[src/rtl/wb_port_arbiter_pkg.sv]
// Shared types and constants for the writeback-port arbiter.
package wb_port_arbiter_pkg;

    localparam logic RESET = 1'b0;

    localparam int WB_ADDRESS_WIDTH = 5;
    localparam int WB_DATA_WIDTH    = 32;

    typedef enum logic {
        IDLE  = 1'b0,
        WRITE = 1'b1
    } wb_state_t;

    // Convenience bundle for requesters using the default widths.
    typedef struct packed {
        logic [WB_ADDRESS_WIDTH-1:0] id;
        logic [WB_DATA_WIDTH-1:0]    data;
    } wb_req_t;

endpackage

[src/rtl/wb_port_arbiter_rr_arbiter.sv]
// Round-robin arbiter: one-hot grant searching from the slot after the last winner.
module rr_arbiter
    import wb_port_arbiter_pkg::*;
#(
    parameter int N = 3
) (
    input  logic         clk,
    input  logic         rst,
    input  logic [N-1:0] req,
    input  logic         advance,
    output logic [N-1:0] grant
);

    localparam int IW = (N > 1) ? $clog2(N) : 1;
    localparam logic [IW-1:0] LAST_IDX = IW'(N - 1);

    logic [IW-1:0] last_grant;
    logic [IW-1:0] grant_idx;
    logic [IW-1:0] idx;
    logic          found;

    // NOTE: every signal written here gets a default first, so no latch is inferred.
    always_comb begin
        grant     = '0;
        grant_idx = last_grant;
        found     = 1'b0;
        idx       = '0;
        if (rst != RESET) begin
            for (int i = 1; i <= N; i++) begin
                idx = ((int'(last_grant) + i) >= N) ? IW'(int'(last_grant) + i - N)
                                                    : IW'(int'(last_grant) + i);
                if (!found && req[idx]) begin
                    found      = 1'b1;
                    grant[idx] = 1'b1;
                    grant_idx  = idx;
                end
            end
        end
    end

    // NOTE: sequential state uses non-blocking assignments only.
    always_ff @(posedge clk) begin
        if (rst == RESET) begin
            last_grant <= LAST_IDX;
        end else if (advance) begin
            last_grant <= grant_idx;
        end
    end

endmodule

[src/rtl/wb_port_arbiter.sv]
// Writeback-port arbiter: round-robin grant plus a registered register-file write stage.
// Optional stall counter enabled by defining WB_ARB_PERF_EN.
module wb_port_arbiter
    import wb_port_arbiter_pkg::*;
#(
    parameter int NUM_SRC       = 3,
    parameter int ADDRESS_WIDTH = 5,
    parameter int DATA_WIDTH    = 32,
    parameter int PERF_WIDTH    = 32
) (
    input  logic                            clk,
    input  logic                            rst,
    input  logic [NUM_SRC-1:0]              src_valid,
    input  logic [NUM_SRC*ADDRESS_WIDTH-1:0] src_id,
    input  logic [NUM_SRC*DATA_WIDTH-1:0]   src_data,
    output logic [NUM_SRC-1:0]              src_ready,
    output logic                            write_en,
    output logic [ADDRESS_WIDTH-1:0]        write_id,
    output logic [DATA_WIDTH-1:0]           write_data,
    output logic                            busy
`ifdef WB_ARB_PERF_EN
    ,
    output logic [PERF_WIDTH-1:0]           stall_count
`endif
);

    wb_state_t                state;
    wb_state_t                next_state;
    logic [NUM_SRC-1:0]       grant;
    logic                     handshake;
    logic [ADDRESS_WIDTH-1:0] sel_id;
    logic [DATA_WIDTH-1:0]    sel_data;
    logic                     sel_nonzero;

    rr_arbiter #(.N(NUM_SRC)) u_rr (
        .clk     (clk),
        .rst     (rst),
        .req     (src_valid),
        .advance (handshake),
        .grant   (grant)
    );

    assign src_ready = grant;
    assign handshake = |(src_valid & grant);

    always_comb begin
        sel_id   = '0;
        sel_data = '0;
        for (int k = 0; k < NUM_SRC; k++) begin
            if (grant[k]) begin
                sel_id   = src_id[k*ADDRESS_WIDTH +: ADDRESS_WIDTH];
                sel_data = src_data[k*DATA_WIDTH +: DATA_WIDTH];
            end
        end
    end

    // Writes to x0 complete the handshake but never reach the register file.
    assign sel_nonzero = (sel_id != '0);

    always_ff @(posedge clk) begin
        if (rst == RESET) begin
            state <= IDLE;
        end else begin
            state <= next_state;
        end
    end

    always_comb begin
        next_state = (handshake && sel_nonzero) ? WRITE : IDLE;
    end

    always_comb begin
        write_en = (state == WRITE);
        busy     = write_en;
    end

    // Id/data hold their previous value when the stage is idle or absorbs an x0 write.
    always_ff @(posedge clk) begin
        if (rst == RESET) begin
            write_id   <= '0;
            write_data <= '0;
        end else if (handshake && sel_nonzero) begin
            write_id   <= sel_id;
            write_data <= sel_data;
        end
    end

`ifdef WB_ARB_PERF_EN
    localparam int CW = $clog2(NUM_SRC + 1);

    logic [CW-1:0]         stalls;
    logic [PERF_WIDTH:0]   stall_sum;

    always_comb begin
        stalls = '0;
        for (int k = 0; k < NUM_SRC; k++) begin
            stalls = stalls + CW'(src_valid[k] & ~src_ready[k]);
        end
        stall_sum = {1'b0, stall_count} + (PERF_WIDTH+1)'(stalls);
    end

    always_ff @(posedge clk) begin
        if (rst == RESET) begin
            stall_count <= '0;
        end else if (stall_sum[PERF_WIDTH]) begin
            stall_count <= '1;
        end else begin
            stall_count <= stall_sum[PERF_WIDTH-1:0];
        end
    end
`endif

endmodule

[config.mk]
export PLATFORM = sky130hd
export DESIGN_NAME = wb_port_arbiter
export DESIGN_NICKNAME = d
export VERILOG_FILES = /design/src/rtl/wb_port_arbiter_pkg.sv /design/src/rtl/wb_port_arbiter_rr_arbiter.sv /design/src/rtl/wb_port_arbiter.sv
export SDC_FILE = /design/constraint.sdc
export NUM_CORES = 1
export LEC_CHECK = 0
export BUFFER_PORTS_ARGS = -buffer_cell sky130_fd_sc_hd__buf_2
export CORE_AREA = 4 4 72 101
export DETAILED_ROUTE_END_ITERATION = 12
export DIE_AREA = 0 0 76 105
export HOLD_SLACK_MARGIN = 0.03
export MAX_ROUTING_LAYER = met4
export PLACE_DENSITY = 0.79
export SLEW_MARGIN = 20
export SYNTH_ARGS = -nofsm -noshare
export SYNTH_HDL_FRONTEND = slang
export SYNTH_SLANG_ARGS = --single-unit
[constraint.sdc]
create_clock -name clk -period 4.2 [get_ports clk]
set_input_delay 0.42 -clock clk [delete_from_list [all_inputs] [get_ports clk]]
set_output_delay 0.42 -clock clk [all_outputs]
set_load 0.01 [all_outputs]
=== Word level (Yosys, flattened, before mapping) ===
Index checks and enable logic that the tools add are counted.

* Register bits after elaboration: 40
* Bits of input ports: 116
* Output and inout port bits: 42
* Logic and storage cells: 69

* Add/sub/neg operators: 6
* Order comparisons: 9
* Muxes and demuxes: 35
* Bitwise gates (word level): 3
* Reductions and logical operators: 12

{| class="wikitable"
|+ Operators with widths
! operator !! count
|-
| 2-to-1 mux 32 bit || 3
|-
| 2-to-1 mux 3 bit || 6
|-
| 2-to-1 mux 5 bit || 3
|-
| 2-to-1 mux 2 bit || 6
|-
| 2-to-1 mux 1 bit || 11
|-
| >= comparator 3 x 2 -> 1 bit, second input constant || 3
|-
| < comparator 2 x 3 -> 1 bit, second input constant || 3
|-
| adder 2 x 2 -> 3 bit, second input constant || 2
|-
| binary-select mux 1 bit (select 2 bit) || 3
|-
| demux 1 bit (select 2 bit) || 3
|-
| >= comparator 2 x 1 -> 1 bit, second input constant || 3
|-
| logical AND 1 bit || 6
|-
| bitwise OR 3 bit || 2
|-
| subtractor 2 x 1 -> 2 bit, second input constant || 3
|-
| nonzero test 5 bit || 1
|-
| adder 2 x 1 -> 3 bit, second input constant || 1
|-
| bitwise AND 3 bit || 1
|-
| nonzero test 3 bit || 1
|-
| OR reduction 3 bit || 1
|-
| zero test 1 bit || 2
|-
| AND reduction 2 bit || 1
|}

=== Logic depth before layout (Yosys ltp) ===
* Depth after elaboration: 21
* Mapped depth: 12
* Mapped depth without buffers: 11

=== Cells and area by module ===
Synthesis repeated with hierarchy kept, for this count alone.

* Cells, all modules: 416
* Area total of the unflattened synthesis: 3039.2 µm²

{| class="wikitable"
|+ By module, submodules not included
! module !! times used !! cells each !! area an instance (µm²) !! sequential area each (µm²)
|-
| wb_port_arbiter || 1 || 353 || 2549.9 || 760.7
|-
| rr_arbiter || 1 || 63 || 489.2 || 40.0
|}

=== Least setup slack after synthesis ===
Ideal clock, no wire load.

* Path kind: flip-flop to flip-flop
* Start point: register u_rr.last_grant[0]
* End point: register write_data[0]
* Arrival time: 3.054 ns
* Slack: 1.075 ns
* Cell stages (with the launch flop): 12
* Buffers on the path: 2
* Path through: dfxtp_1 > inv_1 > ha_1 > mux2_4 > a222oi_1 > nand2_1 > o21a_1 > buf_2 > or3_4 > nand3_4 > buf_12 > mux2i_1

* Cells in the longest elaborated chain, start to end: 20

{| class="wikitable"
|+ Ends and longest elaborated chain
! what !! line !! text
|-
| start, declared || wb_port_arbiter_rr_arbiter.sv:17 || <nowiki>logic [IW-1:0] last_grant;</nowiki>
|-
| start signal, assigned || wb_port_arbiter_rr_arbiter.sv:46 || <nowiki>last_grant <= grant_idx;</nowiki>
|-
| adder 2 x 1 -> 3 bit || wb_port_arbiter_rr_arbiter.sv:30 || <nowiki>idx = ((int'(last_grant) + i) >= N) ? IW'(int'(last_grant) + i - N)</nowiki>
|-
| >= comparator 3 x 2 -> 1 bit or subtractor 2 x 1 -> 2 bit (tied branches) || wb_port_arbiter_rr_arbiter.sv:30 ||
|-
| 2-to-1 mux 2 bit || wb_port_arbiter_rr_arbiter.sv:30 ||
|-
| < comparator 2 x 3 -> 1 bit (implied by the code), or another cell as far along || wb_port_arbiter_rr_arbiter.sv:34 || <nowiki>grant[idx] = 1'b1;</nowiki>
|-
| logical AND 1 bit (implied by the code) or 2-to-1 mux 1 bit (tied branches) || wb_port_arbiter_rr_arbiter.sv:34, wb_port_arbiter_rr_arbiter.sv:32 ||
|-
| 2-to-1 mux 1 bit (on tied branches) || wb_port_arbiter_rr_arbiter.sv:34, wb_port_arbiter_rr_arbiter.sv:32 ||
|-
| demux 1 bit (select 2 bit) or 2-to-1 mux 1 bit (tied branches) || -- ||
|-
| 2-to-1 mux 3 bit or zero test 1 bit (tied branches) || wb_port_arbiter_rr_arbiter.sv:32 || <nowiki>if (!found && req[idx]) begin</nowiki>
|-
| (+2 left out) || -- ||
|-
| 2-to-1 mux 3 bit or 2-to-1 mux 1 bit (tied branches) || wb_port_arbiter_rr_arbiter.sv:32, wb_port_arbiter_rr_arbiter.sv:28 ||
|-
| 2-to-1 mux 3 bit or zero test 1 bit (tied branches) || wb_port_arbiter_rr_arbiter.sv:28, wb_port_arbiter_rr_arbiter.sv:32 ||
|-
| bitwise OR 3 bit (no source line) or logical AND 1 bit (tied branches) || -- ||
|-
| 2-to-1 mux 3 bit (*) || wb_port_arbiter_rr_arbiter.sv:32 ||
|-
| 2-to-1 mux 3 bit (*) || wb_port_arbiter_rr_arbiter.sv:28 || <nowiki>if (rst != RESET) begin</nowiki>
|-
| 2-to-1 mux 5 bit (3 in series) || wb_port_arbiter.sv:50 || <nowiki>if (grant[k]) begin</nowiki>
|-
| nonzero test 5 bit || wb_port_arbiter.sv:58 || <nowiki>assign sel_nonzero = (sel_id != '0);</nowiki>
|-
| logical AND 1 bit || wb_port_arbiter.sv:82 || <nowiki>end else if (handshake && sel_nonzero) begin</nowiki>
|-
| end signal, assigned || wb_port_arbiter.sv:84 || <nowiki>write_data <= sel_data;</nowiki>
|-
| end, declared || wb_port_arbiter.sv:19 || <nowiki>output logic [DATA_WIDTH-1:0] write_data,</nowiki>
|}

Every way passes the cells marked *; elsewhere a longest branch is shown, timed or not. The select of a mux whose other input is x is not followed.
A chain may end at the register's enable or synchronous reset.

=== Worst setup path after layout ===
* Start point: register u_rr.last_grant[0]
* End point: output src_ready[2]

* Cells in the longest elaborated chain, start to end: 15

{| class="wikitable"
|+ Ends and longest elaborated chain
! what !! line !! text
|-
| adder 2 x 1 -> 3 bit || wb_port_arbiter_rr_arbiter.sv:30 ||
|-
| >= comparator 3 x 2 -> 1 bit or subtractor 2 x 1 -> 2 bit (tied branches) || wb_port_arbiter_rr_arbiter.sv:30 ||
|-
| 2-to-1 mux 2 bit || wb_port_arbiter_rr_arbiter.sv:30 ||
|-
| < comparator 2 x 3 -> 1 bit (implied by the code), or another cell as far along || wb_port_arbiter_rr_arbiter.sv:34 ||
|-
| logical AND 1 bit (implied by the code) or 2-to-1 mux 1 bit (tied branches) || wb_port_arbiter_rr_arbiter.sv:34, wb_port_arbiter_rr_arbiter.sv:32 ||
|-
| 2-to-1 mux 1 bit (on tied branches) || wb_port_arbiter_rr_arbiter.sv:34, wb_port_arbiter_rr_arbiter.sv:32 ||
|-
| demux 1 bit (select 2 bit) or 2-to-1 mux 1 bit (tied branches) || -- ||
|-
| 2-to-1 mux 3 bit or zero test 1 bit (tied branches) || wb_port_arbiter_rr_arbiter.sv:32 ||
|-
| 2-to-1 mux 3 bit or logical AND 1 bit (tied branches) || wb_port_arbiter_rr_arbiter.sv:28, wb_port_arbiter_rr_arbiter.sv:32 ||
|-
| bitwise OR 3 bit (no source line) or 2-to-1 mux 1 bit (tied branches) || -- ||
|-
| 2-to-1 mux 3 bit or 2-to-1 mux 1 bit (tied branches) || wb_port_arbiter_rr_arbiter.sv:32, wb_port_arbiter_rr_arbiter.sv:28 ||
|-
| 2-to-1 mux 3 bit or zero test 1 bit (tied branches) || wb_port_arbiter_rr_arbiter.sv:28, wb_port_arbiter_rr_arbiter.sv:32 ||
|-
| bitwise OR 3 bit (no source line) or logical AND 1 bit (tied branches) || -- ||
|-
| 2-to-1 mux 3 bit (*) || wb_port_arbiter_rr_arbiter.sv:32 ||
|-
| 2-to-1 mux 3 bit (*) || wb_port_arbiter_rr_arbiter.sv:28 ||
|-
| end, declared || wb_port_arbiter.sv:16 || <nowiki>output logic [NUM_SRC-1:0] src_ready,</nowiki>
|}

Marks and branches as above.

==> impl_metrics.csv <==
group,metric,value,unit
critical_path,crit_path_start,"u_rr.last_grant[0]",
finish,final_common_cell,"buf_2",
clock_tree,path_clk_slew,0.07,ns
clock_tree,cts_made_buffers,5,
power_and_ir_drop,internal_power,1.023,mW
hold_path,min_from,"src_data[73]",
finish,drive_gt1_share,36.53,%
finish,syn_to_final_growth,30.02,%
clock_tree,cts_root_buf,"clkbuf_8",
status,status,"complete, no violations",
clock_tree,cts_setup_buffers,0,
global_routing,grt_max_degree,46,
finish,layout.nets,623,
die,fp.dieW,76,um
logic_synthesis,yosys-top-cells-area,"dfxtp_1 (29%), mux2i_1 (12%), o21ai_0 (12%), o211ai_1 (8.9%), nand3_1 (7.0%)",
critical_path,start_kind,"register",
critical_path,cp.arrival,3.47,ns
flow_run,drv_cap,0,
logic_synthesis,synth_nets,486,
power_and_ir_drop,pwr-share-comb,57.8,%
sta,grt_setup_unrepaired,"no",
placed_design,place_hpwl,6.964,mm
detailed_routing,vias,3318,
sta,setup_viol,0,
sta,clock-skew-final,0.002562,ns
power_and_ir_drop,seqPwrFrac,29.1,%
power_and_ir_drop,worst_ir_drop_vdd,0.2404,mV
critical_path,rr_startpoint,"u_rr.last_grant[0]",
detailed_routing,antenna_left,0,
detailed_routing,wl_per_cell,16.21,um
critical_path,crit_required,3.78,ns
clock_tree,cts_resized,0,
global_routing,grt_pass1_vias,3144,
finish,fillerInstances,621,
sta,slew_headroom,46.52,%
finish,multi_input_area,1774,sq um
clock_tree,cts_tree,"yes",
power_and_ir_drop,switchingPower,0.8097,mW
global_routing,antenna_found_initial,0,
logic_synthesis,yosysSeqAreaShare,28.64,%
placed_design,globalplace.congestion,0.8437,
hold_path,whs_path_depth,3,
detailed_routing,wl,9.318,mm
finish,final_cell_mix,"buf_2 (157), o21ai_0 (67), nand2_1 (45), dfxtp_1 (40), nand3_1 (39)",
finish,layout.area.seq,800.8,sq um
finish,post-route-util,56.48,%
sta,setup_tns,0,ns
hold_path,hold_class,"in2reg",
power_and_ir_drop,swShare,44.18,%
clock_tree,htree_levels,2,
die,rows,35,
logic_synthesis,syn_inst,364,
power_and_ir_drop,power,1.833,mW
power_and_ir_drop,clkPwrFrac,13.1,%
detailed_routing,viasPerCell,5.770,
sta,finalHoldViolCount,0,
die,ios,158,
critical_path,crit_type,"reg2out",
clock_tree,clk_path_buf_depth,2,
sta,maxSlewViolCount,0,
logic_synthesis,synth_area,2796,sq um
placed_design,port_buffers,157,
logic_synthesis,ys_ff_latch,40,
critical_path,crit_path_end_kind,"output port",
die,die_area,7980,sq um
power_and_ir_drop,p_per_area,504.0,nW/um^2
logic_synthesis,synth.distinct_cells,40,
critical_path,rr_worst_depth,11,
sta,finalCriticalPeriod,3.887,ns
die,initial_utilization,43.44,%
finish,antenna_cells,0,
sta,worstMarginPinSlew,0.8022,ns
power_and_ir_drop,cellLeakagePower,1.883,nW
detailed_routing,dr.pass1.iters,5,
logic_synthesis,yosysWarnings,0,
clock_tree,cts.sink_count,40,
clock_tree,clock_latency,0.29,ns
global_routing,grt_util_all_layers,22.56,%
global_routing,grt.overflow.total,0,
logic_synthesis,synth_top_area_share,28.64,%
detailed_routing,drc,0,
die,die_y,105,um
die,core_area,6437,sq um
sta,fmax,257.3,MHz
logic_synthesis,synth_top_cell_by_area,"dfxtp_1",
global_routing,grt_pass1_wl,14.68,mm
logic_synthesis,avgSynthCellArea,7.683,sq um
clock_tree,holdBufCountCts,0,
critical_path,worstPathMaxFanout,36,
sta,finalCritPeriodShare,92.55,%
detailed_routing,drt_first_iter_violations,310,
## layout make-up
type                       instances  share of cell area [%]
inverter                          10                   1.032
clock inverter                     1                  0.1376
tap                               74                   2.546
clock buffer                       6                   1.996
multi-input combinational        278                   48.80
timing repair buffer             166                   23.47
sequential                        40                   22.02
## cells by family after synthesis
logic type | count (synthesis) | share of synthesized area (%)
AOI/OAI and AO/OA | 129 | 29.26
adders and majority gates | 6 | 2.684
buffers and inverters | 46 | 8.099
DFF | 40 | 28.64
and+or+nand+nor | 106 | 17.81
muxes | 37 | 13.51
## flip-flops by register name (all words and copies together), names as in the netlist
name / count
write_data: 32
busy: 1
u_rr.last_grant: 2
write_id: 5
## worst max-delay path, cell delays in order, from the launching register on
cell and delay [ns]:
dfxtp_1 0.42, inv_1 0.12, ha_1 0.55, mux2_4 0.35, a222oi_1 0.66, nand2_1 0.21
o21a_2 0.28, buf_4 0.23, inv_1 0.19, buf_2 0.16
## power groups by stage
stage,Clock [mW],Sequential (mW),Combinational (mW)
floorplan,0,0.582,0.715
finish,0.240,0.533,1.06
detailed placement,0,0.540,1.06
global route,0.267,0.547,1.18
CTS,0.247,0.532,1.06
global placement,0,0.540,1.03
## through the flow
step           hold WS [ns]  instances  setup slack (ns)  instance area, sq um
5_1_grt              0.4338        575           0.05201                  3636
3_5_place_dp         0.4498        568            0.4215                  3558
3_3_place_gp         0.4418        568            0.5342                  3558
2_1_floorplan        0.4827        364             1.075                  2796
6_report             0.4183        575            0.3130                  3636
4_1_cts              0.4147        575            0.3316                  3636
## per-layer routing
metal / global-route usage [%] / up-vias / share of wire, %
li1: - / 1610 / -
met1: 24.43 / 1544 / 38
met2: 39.71 / 137 / 54
met3: 3.793 / 27 / 5.1
met4: 10.18 / 0 / 3.2
met5: - / - / 0
## worst paths after layout
| path | to | slack [ns] |
|---|---|---|
| worst max-delay path | src_ready[2] | 0.31 |
| worst min-delay path | write_data[9] | 0.42 |
| worst max register to register | write_id[1] | 0.37 |
| worst min register to register | write_data[23] | 0.46 |
## synth_stat cells (all sizes together)
master / number
nand2b: 2
inv: 10
a222oi: 1
a31o: 1
and3: 2
nand3: 40
o221ai: 1
a221oi: 5
or3: 1
and4: 1
o21a: 1
o211ai: 33
a211o: 1
nand3b: 1
nor2: 10
o32ai: 6
buf: 5
o211a: 1
clkbuf: 31
nor4: 1
or4: 2
mux2: 3
o311ai: 1
o2111ai: 1
a211oi: 2
dfxtp: 40
ha: 6
a21oi: 4
mux2i: 34
a21o: 1
nand2: 45
o21ai: 69
nor3: 1
a22o: 1
Note: power is estimated with default switching activity, not from simulation.
